`config.mk`:
```
export PLATFORM = sky130hd
export DESIGN_NAME = alu_share_arbiter
export DESIGN_NICKNAME = d
export VERILOG_FILES = /design/src/rtl/alu_pkg.sv /design/src/rtl/rr_arb2.sv /design/src/rtl/alu_share_arbiter.sv
export SDC_FILE = /design/constraint.sdc
export NUM_CORES = 1
export LEC_CHECK = 0
export CORE_ASPECT_RATIO = 0.7
export CORE_MARGIN = 2
export CORE_UTILIZATION = 64
export CTS_BUF_LIST = sky130_fd_sc_hd__clkbuf_2
export DETAILED_ROUTE_END_ITERATION = 16
export DONT_BUFFER_PORTS = 1
export PLACE_DENSITY = 0.87
export SLEW_MARGIN = 10
export SYNTH_ARGS = -nofsm -noshare
export SYNTH_HDL_FRONTEND = slang
export SYNTH_SLANG_ARGS = --single-unit
export TNS_END_PERCENT = 20
```
`constraint.sdc`:
```
create_clock -name clk -period 6.4 [get_ports clk]
set_input_delay 0 -clock clk [delete_from_list [all_inputs] [get_ports clk]]
set_output_delay 0 -clock clk [all_outputs]
set_load 0.1 [all_outputs]
```
`src/rtl/alu_pkg.sv`:
```
// Shared types and ALU evaluation for the two-requester ALU share arbiter.
// Optional build macro: ALU_ARB_ILLEGAL_OP_EN (adds rsp_err on the top).
package alu_pkg;

    localparam int unsigned ALU_W = 32;
    localparam int unsigned NREQ  = 2;

    typedef enum logic [2:0] {
        ALU_AND  = 3'b000,
        ALU_OR   = 3'b001,
        ALU_ADD  = 3'b010,
        ALU_RSVD = 3'b011,
        ALU_ANDN = 3'b100,
        ALU_ORN  = 3'b101,
        ALU_SUB  = 3'b110,
        ALU_SLT  = 3'b111
    } alu_ctrl_t;

    typedef enum logic {
        SLOT_EMPTY = 1'b0,
        SLOT_FULL  = 1'b1
    } slot_state_t;

    // Combinational 32-bit ALU; reserved code yields zero.
    function automatic logic [ALU_W-1:0] alu_eval(input alu_ctrl_t con,
                                                  input logic [ALU_W-1:0] a,
                                                  input logic [ALU_W-1:0] b);
        logic [ALU_W-1:0] r;
        r = '0;
        case (con)
            ALU_AND:  r = a & b;
            ALU_OR:   r = a | b;
            ALU_ADD:  r = ALU_W'(a + b);
            ALU_ANDN: r = a & ~b;
            ALU_ORN:  r = a | ~b;
            ALU_SUB:  r = ALU_W'(a - b);
            ALU_SLT:  r = ALU_W'($signed(a) < $signed(b));
            default:  r = '0;
        endcase
        return r;
    endfunction

endpackage

```
`src/rtl/rr_arb2.sv`:
```
// Two-way round-robin arbiter: the requester at ptr wins when valid, else the other.
module rr_arb2 (
    input  logic [1:0] valid,
    input  logic       ptr,
    input  logic       en,
    output logic [1:0] grant,
    output logic       gid
);

    always_comb begin
        gid   = valid[ptr] ? ptr : ~ptr;
        grant = 2'b00;
        if (en && valid[gid]) begin
            grant[gid] = 1'b1;
        end
    end

endmodule

```
`src/rtl/alu_share_arbiter.sv`:
```
// Shares one combinational ALU between two requesters with a single registered result slot.
// Optional build macro: ALU_ARB_ILLEGAL_OP_EN adds rsp_err flagging accepted code 011.
module alu_share_arbiter
    import alu_pkg::*;
(
    input  logic                   clk,
    input  logic                   reset,
    input  logic [1:0]             req_valid,
    output logic [1:0]             req_ready,
    input  logic [2*ALU_W-1:0]     req_op1,
    input  logic [2*ALU_W-1:0]     req_op2,
    input  logic [5:0]             req_con,
    output logic [1:0]             rsp_valid,
    input  logic [1:0]             rsp_ready,
    output logic [ALU_W-1:0]       rsp_res,
`ifdef ALU_ARB_ILLEGAL_OP_EN
    output logic                   rsp_err,
`endif
    output logic                   rsp_zf
);

    slot_state_t      state_q, state_d;
    logic             owner_q, owner_d;
    logic             ptr_q, ptr_d;
    logic [ALU_W-1:0] res_q, res_d;
    logic             zf_q, zf_d;
    logic [1:0]       rsp_valid_q, rsp_valid_d;
    logic             err_q, err_d;

    logic             drain;
    logic             can_accept;
    logic [1:0]       grant;
    logic             gid;
    logic             accept;
    logic [ALU_W-1:0] op1_sel, op2_sel;
    alu_ctrl_t        con_sel;
    logic [ALU_W-1:0] alu_res;

    assign drain      = (state_q == SLOT_FULL) && rsp_ready[owner_q];
    assign can_accept = !reset && ((state_q == SLOT_EMPTY) || drain);

    rr_arb2 u_arb (
        .valid (req_valid),
        .ptr   (ptr_q),
        .en    (can_accept),
        .grant (grant),
        .gid   (gid)
    );

    assign req_ready = grant;
    assign accept    = |grant;

    // Operand mux in front of the single shared ALU.
    assign op1_sel = gid ? req_op1[2*ALU_W-1:ALU_W] : req_op1[ALU_W-1:0];
    assign op2_sel = gid ? req_op2[2*ALU_W-1:ALU_W] : req_op2[ALU_W-1:0];
    assign con_sel = alu_ctrl_t'(gid ? req_con[5:3] : req_con[2:0]);
    assign alu_res = alu_eval(con_sel, op1_sel, op2_sel);

    always_comb begin
        state_d     = state_q;
        owner_d     = owner_q;
        ptr_d       = ptr_q;
        res_d       = res_q;
        zf_d        = zf_q;
        rsp_valid_d = rsp_valid_q;
        err_d       = err_q;
        if (accept) begin
            state_d     = SLOT_FULL;
            owner_d     = gid;
            ptr_d       = ~gid;
            res_d       = alu_res;
            zf_d        = (alu_res == '0);
            rsp_valid_d = gid ? 2'b10 : 2'b01;
            err_d       = (con_sel == ALU_RSVD);
        end else if (drain) begin
            state_d     = SLOT_EMPTY;
            rsp_valid_d = 2'b00;
            err_d       = 1'b0;
        end
    end

    always_ff @(posedge clk) begin
        if (reset) begin
            state_q     <= SLOT_EMPTY;
            owner_q     <= 1'b0;
            ptr_q       <= 1'b0;
            res_q       <= '0;
            zf_q        <= 1'b0;
            rsp_valid_q <= 2'b00;
            err_q       <= 1'b0;
        end else begin
            state_q     <= state_d;
            owner_q     <= owner_d;
            ptr_q       <= ptr_d;
            res_q       <= res_d;
            zf_q        <= zf_d;
            rsp_valid_q <= rsp_valid_d;
            err_q       <= err_d;
        end
    end

    assign rsp_valid = rsp_valid_q;
    assign rsp_res   = res_q;
    assign rsp_zf    = zf_q;
`ifdef ALU_ARB_ILLEGAL_OP_EN
    assign rsp_err   = err_q;
`else
    logic unused_err;
    assign unused_err = err_q;
`endif

endmodule

```
* After elaboration in Yosys (flattened, before gate mapping)
Index checks and enable logic that the tools add are counted.
** Cells by class
- Reduce and logical (&&, ||, !) cells :: 10
- Add/sub/neg operators :: 2
- Muxes and demuxes :: 19
- Equality and inequality tests :: 6
- Bitwise operators :: 8
- Order comparisons :: 5
** Operators with widths (count)
- 32-bit case mux with 7 select lines :: 1
- 32-bit AND :: 2
- 32-bit two-way mux :: 2
- 32-bit OR :: 2
- 32-bit adder :: 1
- 32-bit zero test :: 1
- 32-bit < comparator :: 1
- 32-bit NOT :: 1
- 32-bit subtractor :: 1
- 3-bit equality test, second input constant :: 4
- 1-bit two-way mux :: 10
- 2-bit two-way mux :: 4
- 1-bit by 2-bit < comparator with 1-bit output, second input constant :: 3
- 1-bit logical AND :: 4
- 3-bit by 1-bit equality test with 1-bit output, second input constant :: 1
- 3-bit by 2-bit equality test with 1-bit output, second input constant :: 1
- 3-bit zero test :: 1
- 3-bit two-way mux :: 1
- 1-bit NOT :: 3
- 2-bit nonzero test :: 1
- 2-bit OR reduction :: 1
- 1-bit demux with 1-bit select :: 1
- 1-bit greater-or-equal comparator, second input constant :: 1
- 1-bit zero test :: 1
- 1-bit logical OR :: 1
** Storage, ports and cells
- Output and inout bits :: 37
- Input port bits :: 140
- Register bits after elaboration :: 38

* Depth between registers and ports, before layout
Gate-level depths: netlist of the first run.
- Depth after elaboration :: 10
- Mapped depth :: 26

* Cells and area by module
Synthesis of the first run repeated with hierarchy kept, for this count alone.
** Second synthesis, totals
- Cell total of the unflattened synthesis :: 1016
- Area total of the unflattened synthesis :: 7433.4 um^2
** Modules (own cells, without submodules)
- alu_share_arbiter :: area each 7397.1 um^2, times used 1, cells an instance 1009
- rr_arb2 :: area each 36.3 um^2, times used 1, cells an instance 7

* Least setup slack after synthesis of the first run
Ideal clock, no wire load.
- Kind :: register -> register
- Start :: reg ptr_q
- End :: reg zf_q, in the netlist rsp_zf
- Slack :: 1144 ps
- Stages on the path, launching flop included :: 25
- Data arrival time :: 5193 ps
- Path buffers :: 9
- Clock period less this slack :: 5256 ps
- Path through :: dfxtp_1 nor2b_1 buf_4 buf_4 nor2_1 buf_6 buf_2 buf_2 buf_2 buf_1 clkbuf_1 mux2_2 ha_1 clkbuf_1 or2_2 nor2_1 nand3_1 o221ai_1 a21oi_1 a221o_1 a222oi_1 o2111ai_1 nor4_1 nand2_1 nand2_1
** On the way
- Cells in the longest elaborated chain, start to end :: 9
** RTL lines
- from (decl) :: line alu_share_arbiter.sv:24 : logic ptr_q, ptr_d;
- from (signal assigned) :: line alu_share_arbiter.sv:94 : ptr_q <= ptr_d;
- 1-bit two-way mux (not written as such) (2 in a row) :: line rr_arb2.sv:11 : gid = valid[ptr] ? ptr : ~ptr;
- 1-bit two-way mux * :: line rr_arb2.sv:11
- parallel branches: the longest is 6 deep, another holds 32-bit subtractor
- to (signal assigned) :: line alu_share_arbiter.sv:96 : zf_q <= zf_d;
- to (decl) :: line alu_share_arbiter.sv:26 : logic zf_q, zf_d;
Every way passes the cells marked *. The select of a mux whose other input is x is not followed.
A chain may end at the register's enable or synchronous reset.

* Worst setup path in the final report of the first run
Same ends and word-level chain as after synthesis.

==> flow_summary.json, run 1 <==
{
  "dieWidth_um": 140,
  "fin_util": 0.665,
  "hold_violations": 0,
  "wirelength_um": 33500,
  "status": "finished, final reports clean",
  "fmax_mhz": 172,
  "root_buffer": "clkbuf_2",
  "io_pins": 177,
  "synth_common_cells": "nand2_1 (149), a21oi_1 (92), nor2_1 (83)",
  "die_height_um": 99.1,
  "gr-total-overflow": 0,
  "rows": 34,
  "antenna_found_initial": 0,
  "rsz0062_at_grt": "no",
  "cts_setup_buffers": 0,
  "synth_cell_type_count": 91,
  "synthesis.area_um2": 8270,
  "avgViaCountPerCell": 7.36,
  "cts_buffers": 5,
  "cts_buffer_depth": 2,
  "grt_first_pass_wirelength_um": 50800,
  "die_area_um2": 13900,
  "dp_hpwl_um": 27100,
  "synth_area_leaders": "dfxtp_1 (9.2%), ha_1 (8.9%), nand2_1 (6.8%), a21oi_1 (5.6%), o21ai_0 (5.0%)",
  "yosysMostFrequentCell": "nand2_1",
  "leakage_nw": 3.51,
  "synth-main-ff-cell": "dfxtp_1",
  "insertion_delay_ps": 380,
  "endpoint_kind": "flop",
  "r2r_slack_ps": 580,
  "drtAntennaViolNets": 0,
  "fin_setup_tns_ps": 0,
  "num_vias": 9698,
  "seq_area_frac_synth": 0.0920,
  "hold_class": "in2reg",
  "yosys_register_bits": 38,
  "critPathKind": "reg2reg",
  "setup_violations": 0,
  "postSynthCellCount": 1212,
  "start_kind": "flop",
  "critical_path_required_ps": 6750,
  "drt_iter0_markers": 1569,
  "maxCapViolCount": 0,
  "drive_above_1_share": 0.0658,
  "antenna_cells": 0,
  "worst_pin_slew_ps": 1160,
  "grt_max_degree": 56,
  "relSlewSlack": 0.223,
  "synth.top_cell.area_share": 0.0920,
  "fin_skew_ps": 6.22,
  "firstDrtPassIters": 9,
  "gp_congestion": 1.12,
  "synth_edf_count": 0,
  "clk_pin_slew_worst_paths_ps": 190,
  "cp_max_fo": 47,
  "fin_crit_sh": 0.910,
  "drc_errors": 0,
  "postSynthNetCount": 1412,
  "p_per_area_nw_per_um2": 255,
  "fin_nets": 1354,
  "area_growth_pct": 0.636,
  "htree_num_levels": 2,
  "yosysTopAreaCell": "dfxtp_1",
  "cts_tree": "yes",
  "start_util": 0.661,
  "p_total_mw": 2.12,
  "slew_violations": 0,
  "grt_util_all_layers": 0.471,
  "grt_pass1_vias": 8706,
  "synthArstFlopShare": 0,
  "worstPathArrival_ps": 6170,
  "ir_worst_vdd_mv": 0.269,
  "wl_per_cell_um": 25.4,
  "port_buffers": 0,
  "synth_warnings": 0,
  "core_region_area_um2": 12500,
  "post-route-min-period_ps": 5820,
  "clock-sinks": 38,
  "syn_area_per_cell_um2": 6.82
}
[cells in the final DEF (no fill, tap or decap), types with 21 or more instances in the layout]
cell type,count
a21oi_1,91
nand3_1,53
nor2_1,80
a21o_1,21
mux2_2,21
o21ai_0,82
mux2i_1,30
ha_1,59
inv_1,68
xor2_1,41
nand2_1,149
xnor2_1,27
nor3_1,31
dfxtp_1,38
[through the flow]
| stage | hold slack (ps) | instance area, µm² | cells | worst slack, ps |
|---|---|---|---|---|
| 2_1_floorplan | 69.1 | 8270 | 1212 | 1140 |
| 6_report | 27.4 | 8320 | 1317 | 577 |
| 3_5_place_dp | 76.4 | 8240 | 1305 | 936 |
| 4_1_cts | 11.5 | 8320 | 1317 | 878 |
| 3_3_place_gp | 73.8 | 8240 | 1305 | 957 |
| 5_1_grt | 104 | 8320 | 1317 | 314 |
[registers in the layout (all words and copies together), names as in the netlist]
name       cells
rsp_zf         1
rsp_res       32
rsp_valid      2
owner_q        1
ptr_q          1
state_q        1
[logic make-up (layout without fill, tap and decap cells)]
family                   count (synthesis)  after routing  share of synthesized area
flip-flops                              38             38                     0.0920
AO/OA/AOI/OAI                          400            400                      0.336
buffers and inverters                  147             90                     0.0730
multiplexers                            52             52                     0.0661
AND/OR/NAND/NOR                        436            436                      0.256
adder cells (fa/ha/maj)                 71             71                      0.105
XOR/XNOR                                68             68                     0.0720
[path summary, 6_finish.rpt]
| check | start | to | cells past startpoint |
|---|---|---|---|
| setup / recovery | ptr_q | rsp_zf | 19 |
| hold / removal | reset | rsp_valid[0] | 4 |
| setup reg to reg | ptr_q | rsp_zf | 19 |
| hold reg to reg | owner_q | owner_q | 2 |
[worst max-delay path, stage by stage (launching register included)]
cell	delay [ps]
dfxtp_1	370
nand2b_1	420
nand2_4	460
buf_4	520
nand2_1	100
nand2_1	140
ha_1	210
inv_1	70
fa_1	490
nor2b_1	220
o2111ai_1	170
nand4b_1	280
a21oi_1	170
o31ai_1	460
o221ai_1	180
a222oi_1	800
o2111ai_1	240
nor4_1	310
nand2_1	80
nand2_1	50
[what timing repair did]
item                      in CTS  in global routing
hold endpoints to repair       5                  0
gates resized for setup        0                  0
hold buffers                   4                  0
[routing by layer]
layer,part of all wire,vias up,track usage
met1,0.42,4472,0.673
li1,-,4345,-
met5,0.0016,-,0.0316
met2,0.37,803,0.629
met4,0.029,2,0.123
met3,0.18,76,0.216
[layout make-up]
class | instances | area (µm²)
multi-input combinational | 1027 | 6930
fill | 1138 | 4190
sequential | 38 | 761
inverter | 68 | 255
tap | 162 | 203
timing repair buffer | 14 | 128
clock buffer | 5 | 25.0
clock inverter | 3 | 16.3
[where the power goes]
part	switching (mW)	internal, mW
combinational	0.946	0.473
clock	0.0776	0.0249
sequential	0.320	0.277
(Power assumes the default switching activity.)
==> run 2: changes to the inputs <==
- clock period: 6.4 -> 5.8 ns (I/O delays scaled with it)
==> run 2 against run 1 <==
Net effect: non-clock buffer count increased by 7; clock-buffer cell count unchanged; register-to-register slack improved by 60 ps; global-route usage decreased by 0.46 points; via count increased by 1.5%; clock power increased by 100%; critical path type unchanged; highest routed layer is now met4.
==> flow_summary.json, run 2 (same netlist as run 1, synthesis figures left out) <==
{
  "status": "finished, final reports clean",
  "drtAntennaViolNets": 0,
  "io_pins": 177,
  "dp_hpwl_um": 27300,
  "insertion_delay_ps": 400,
  "firstDrtPassIters": 6,
  "drive_above_1_share": 0.0723,
  "antenna_cells": 0,
  "dpl_worst_slack_ps": 978,
  "fin_skew_ps": 24.6,
  "wirelength_um": 33700,
  "layout_common_cells": "nand2_1 (149), a21oi_1 (91), o21ai_0 (82), nor2_1 (80), inv_1 (68)",
  "final.setup.worst_slack_ps": 638,
  "critical_path_required_ps": 6160,
  "drc_errors": 0,
  "hold_class": "in2reg",
  "fin_crit_sh": 0.890,
  "grt_pass1_vias": 8701,
  "cts_buffer_depth": 2,
  "antenna_found_initial": 0,
  "core_region_area_um2": 12500,
  "critPathKind": "reg2reg",
  "start_util": 0.661,
  "cp_max_fo": 52,
  "htree_num_levels": 2,
  "cts_setup_buffers": 0,
  "drt_iter0_markers": 1632,
  "gp_congestion": 1.08,
  "post-route-min-period_ps": 5160,
  "avgViaCountPerCell": 7.44,
  "leakage_nw": 3.57,
  "die_area_um2": 13900,
  "fin_nets": 1361,
  "port_buffers": 0,
  "p_per_area_nw_per_um2": 291,
  "fmax_mhz": 194,
  "gr-total-overflow": 0,
  "clk_pin_slew_worst_paths_ps": 200,
  "hold_violations": 0,
  "wl_per_cell_um": 25.5,
  "fin_util": 0.675,
  "num_vias": 9845,
  "slew_violations": 0,
  "area_growth_pct": 2.06,
  "largest_register_ffs": 32,
  "grt_max_degree": 56,
  "relSlewSlack": 0.198,
  "rows": 34,
  "dieWidth_um": 140,
  "cts_tree": "yes",
  "setup_violations": 0,
  "maxCapViolCount": 0,
  "grt_first_pass_wirelength_um": 50700,
  "final_common_cell": "nand2_1",
  "fin_setup_tns_ps": 0,
  "worstPathArrival_ps": 5520,
  "start_kind": "flop",
  "die_height_um": 99.1,
  "cts_buffers": 5,
  "root_buffer": "clkbuf_2",
  "rsz0062_at_grt": "no",
  "worst_pin_slew_ps": 1200,
  "grt_util_all_layers": 0.467,
  "ir_worst_vdd_mv": 0.370,
  "clock-sinks": 38,
  "endpoint_kind": "flop"
}
run 2: metal layers:
metal	vias to the layer above	GRT usage	wire length, µm
li1	4355	-	-
met3	90	0.236	6340
met1	4558	0.642	13700
met2	842	0.640	12700
met5	-	0	0
met4	0	0.122	1060
run 2: where the power goes:
part / switching, mW / internal (mW) / leakage (nW) / total (mW)
registers: 0.352 / 0.306 / 0.315 / 0.657
logic: 1.05 / 0.533 / 3.20 / 1.59
clock network: 0.0900 / 0.117 / 0.0532 / 0.207
run 2: stage by stage:
stage / power (mW) / area, µm² / instances / hold WS (ps)
finish: 2.45 / 8440 / 1324 / 42.6
CTS: 2.35 / 8440 / 1324 / 54.9
global route: 2.55 / 8440 / 1324 / 122
floorplan: 1.73 / 8270 / 1212 / 69.1
detailed placement: 2.14 / 8300 / 1312 / 76.0
global placement: 2.14 / 8300 / 1312 / 72.6
run 2: final timing paths:
path | slack, ps | endpoint | from | cells past startpoint
worst min register to register | 540 | owner_q | owner_q | 2
worst max-delay path | 640 | rsp_zf | ptr_q | 17
worst min-delay path | 40 | rsp_valid[0] | reset | 4
worst max register to register | 640 | rsp_zf | ptr_q | 17
run 2: worst max-delay path: stages (launching register included):
cell and delay, ps:
dfxtp_1 380, nor2b_1 170, nor2_4 350, buf_12 280, nand2_1 80, nand2_1 140
ha_1 430, a2111oi_1 840, nor3_1 140, o2bb2ai_1 300, o221ai_1 220, a21oi_1 90
a221o_1 310, a222oi_1 650, o2111ai_1 210, nor4_1 320, nand2_1 90, nand2_1 60
run 2: area by class of cell:
class / instances / area [µm²]
inverters: 68 / 255
clock inverters: 3 / 68.8
clock buffers: 5 / 25.0
multi-input cells: 1027 / 6930
well taps: 162 / 203
flip-flops and latches: 38 / 761
fillers: 1114 / 4070
repair buffers: 21 / 193
run 2: what timing repair did:
item                                   in CTS  in global routing
endpoints found under the hold margin       5                  0
resized for setup                           0                  0
hold buffers                                4                  0
==> run 3: changes to the inputs <==
- CELL_PAD_IN_SITES_DETAIL_PLACEMENT: unset -> 0
- CELL_PAD_IN_SITES_GLOBAL_PLACEMENT: unset -> 1
- CORE_UTILIZATION: 64 -> 48
- PLACE_DENSITY: 0.87 -> 0.91
==> run 3 against run 2 <==
Net effect: worst hold slack improved by 47 ps; wire length grew 2.3%; clock skew decreased by 9.4 ps; non-clock buffer count increased by 3; total power down 0.28%; combinational power about the same; sequential power barely moved; maximum frequency is 4.9% lower; core utilization decreased by 17 points; via count decreased by 3.8%; critical path depth is the same; critical endpoint unchanged; largest cell class unchanged.
==> flow_summary.json, run 3 (same netlist as run 1, synthesis figures left out) <==
{
  "stdcell_count": 1396,
  "rows": 40,
  "cts_hold_buffers": 2,
  "critPathKind": "reg2reg",
  "setup_violations": 0,
  "antenna_found_initial": 0,
  "p_per_area_nw_per_um2": 287,
  "slowest_stage": "nor3_1",
  "clock-sinks": 38,
  "grt_util_all_layers": 0.365,
  "ir_worst_vdd_mv": 0.224,
  "start_util": 0.486,
  "core_region_area_um2": 17000,
  "drt_iter0_markers": 1416,
  "cp_cell_sequence": "nand2b_1 > nand2_4 > buf_4 > mux2i_1 > ha_1 > nand2b_1 > nor4_1 > and3_1 > and3_1 > o21bai_1 > and3_1 > o32a_1 > nor3_1 > and4b_1 > and4_1 > nand2_1 > nand2_1",
  "dieWidth_um": 161,
  "hold_class": "in2reg",
  "grt_first_pass_wirelength_um": 51700,
  "power_frac_seq": 0.269,
  "cts_tree": "yes",
  "intPower_uw": 957,
  "drc_errors": 0,
  "crit_top_cell": "and3_1",
  "antenna_cells": 0,
  "htree_num_levels": 2,
  "start_kind": "flop",
  "grt_pass1_vias": 8431,
  "slew_violations": 0,
  "pwr-share-comb": 0.647,
  "startpoint": "ptr_q",
  "wl_per_cell_um": 24.7,
  "dp_hpwl_um": 28300,
  "cts_resized": 0,
  "num_vias": 9469,
  "endpoint_kind": "flop",
  "r2r_slack_ps": 370,
  "gp_congestion": 1.05,
  "worstReg2RegEnd": "rsp_zf",
  "post-route-min-period_ps": 5430,
  "fill_cells": 1785,
  "power_frac_clock": 0.085,
  "cts_buffer_depth": 2,
  "relSlewSlack": 0.237,
  "clk_pin_slew_worst_paths_ps": 190,
  "leakage_nw": 3.58,
  "root_buffer": "clkbuf_2",
  "grt_max_degree": 56,
  "maxCapViolCount": 0,
  "drive_above_1_share": 0.0773,
  "hold_violations": 0,
  "die_area_um2": 18300,
  "fin_skew_ps": 15.2,
  "max_stage_delay_ps": 570,
  "rsz0062_at_grt": "no",
  "worstPathArrival_ps": 5760,
  "wirelength_um": 34500,
  "drtAntennaViolNets": 0,
  "cts_setup_buffers": 0,
  "critical_path_required_ps": 6140,
  "final_common_cell": "nand2_1",
  "p_sw_mw": 1.49,
  "fmax_mhz": 184,
  "io_pins": 177,
  "cts_buffers": 5,
  "ff2ff_path_depth": 17,
  "largest_register_ffs": 32,
  "status": "finished, final reports clean",
  "fin_setup_tns_ps": 0,
  "gr-total-overflow": 0,
  "area_growth_pct": 3.10,
  "timing.rr.start": "ptr_q",
  "min_from": "reset",
  "dp.cells": 1386,
  "cp_max_fo": 35,
  "layout_common_cells": "nand2_1 (149), a21oi_1 (91), o21ai_0 (82), nor2_1 (80), inv_1 (68)",
  "die_height_um": 114,
  "port_buffers": 0,
  "fin_crit_sh": 0.936,
  "switching_share": 0.608,
  "fin_nets": 1364,
  "firstDrtPassIters": 8,
  "avgViaCountPerCell": 6.78,
  "insertion_delay_ps": 390,
  "worst_pin_slew_ps": 1140,
  "cp-endpoint": "rsp_zf"
}
## run 3: changes by cell type in the layout (fill, tap and decap cells not counted), sizes merged
cell         delta
dlygate4sd3     -2
buf             +5
## run 3: layer usage
metal / track usage / share of wire / up-vias
li1: - / - / 4362
met1: 0.536 / 0.45 / 4341
met2: 0.467 / 0.35 / 714
met3: 0.188 / 0.18 / 52
met4: 0.0583 / 0.017 / 0
met5: 0 / 0 / -
## run 3: cell type report
type | count | area, µm² | area share
Multi-Input combinational cell | 1027 | 6930 | 0.813
Sequential cell | 38 | 761 | 0.0893
Tap cell | 231 | 289 | 0.0339
Inverter | 68 | 255 | 0.0299
Timing Repair Buffer | 24 | 198 | 0.0232
Clock inverter | 3 | 68.8 | 0.00807
Clock buffer | 5 | 25.0 | 0.00294
## run 3: how the worst min path moves through the flow
stage	cells past startpoint	to	slack (ps)
global placement	1	state_q	70
CTS	4	rsp_valid[1]	50
finish	4	rsp_valid[1]	90
floorplan	1	state_q	70
detailed placement	1	state_q	70
global route	4	rsp_valid[1]	100
## run 3: critical path, delay by kind of cell (launching register included)
family,cells,cell delay (ps)
flip-flops,1,430
adder cells (fa/ha/maj),1,420
buffers and inverters,1,440
AO/OA/AOI/OAI,2,260
AND/OR/NAND/NOR,12,3350
multiplexers,1,430
## run 3: power by group through the flow
stage               Sequential [mW]  Clock, mW  Combinational, mW
global route                  0.664      0.224               1.69
global placement              0.662          0               1.50
detailed placement            0.664          0               1.49
finish                        0.657      0.207               1.58
CTS                           0.658      0.212               1.50
floorplan                     0.653          0               1.08
## run 3: metrics by stage
step / setup slack [ps] / instance area (µm²) / hold slack (ps) / power, mW / utilization
2_1_floorplan: 544 / 8270 / 69.1 / 1.73 / -
3_3_place_gp: 646 / 8410 / 70.6 / 2.16 / 0.494
3_5_place_dp: 631 / 8410 / 73.3 / 2.15 / 0.494
4_1_cts: 568 / 8520 / 51.6 / 2.37 / 0.501
5_1_grt: 102 / 8520 / 101 / 2.57 / 0.501
6_report: 374 / 8520 / 89.1 / 2.44 / 0.501
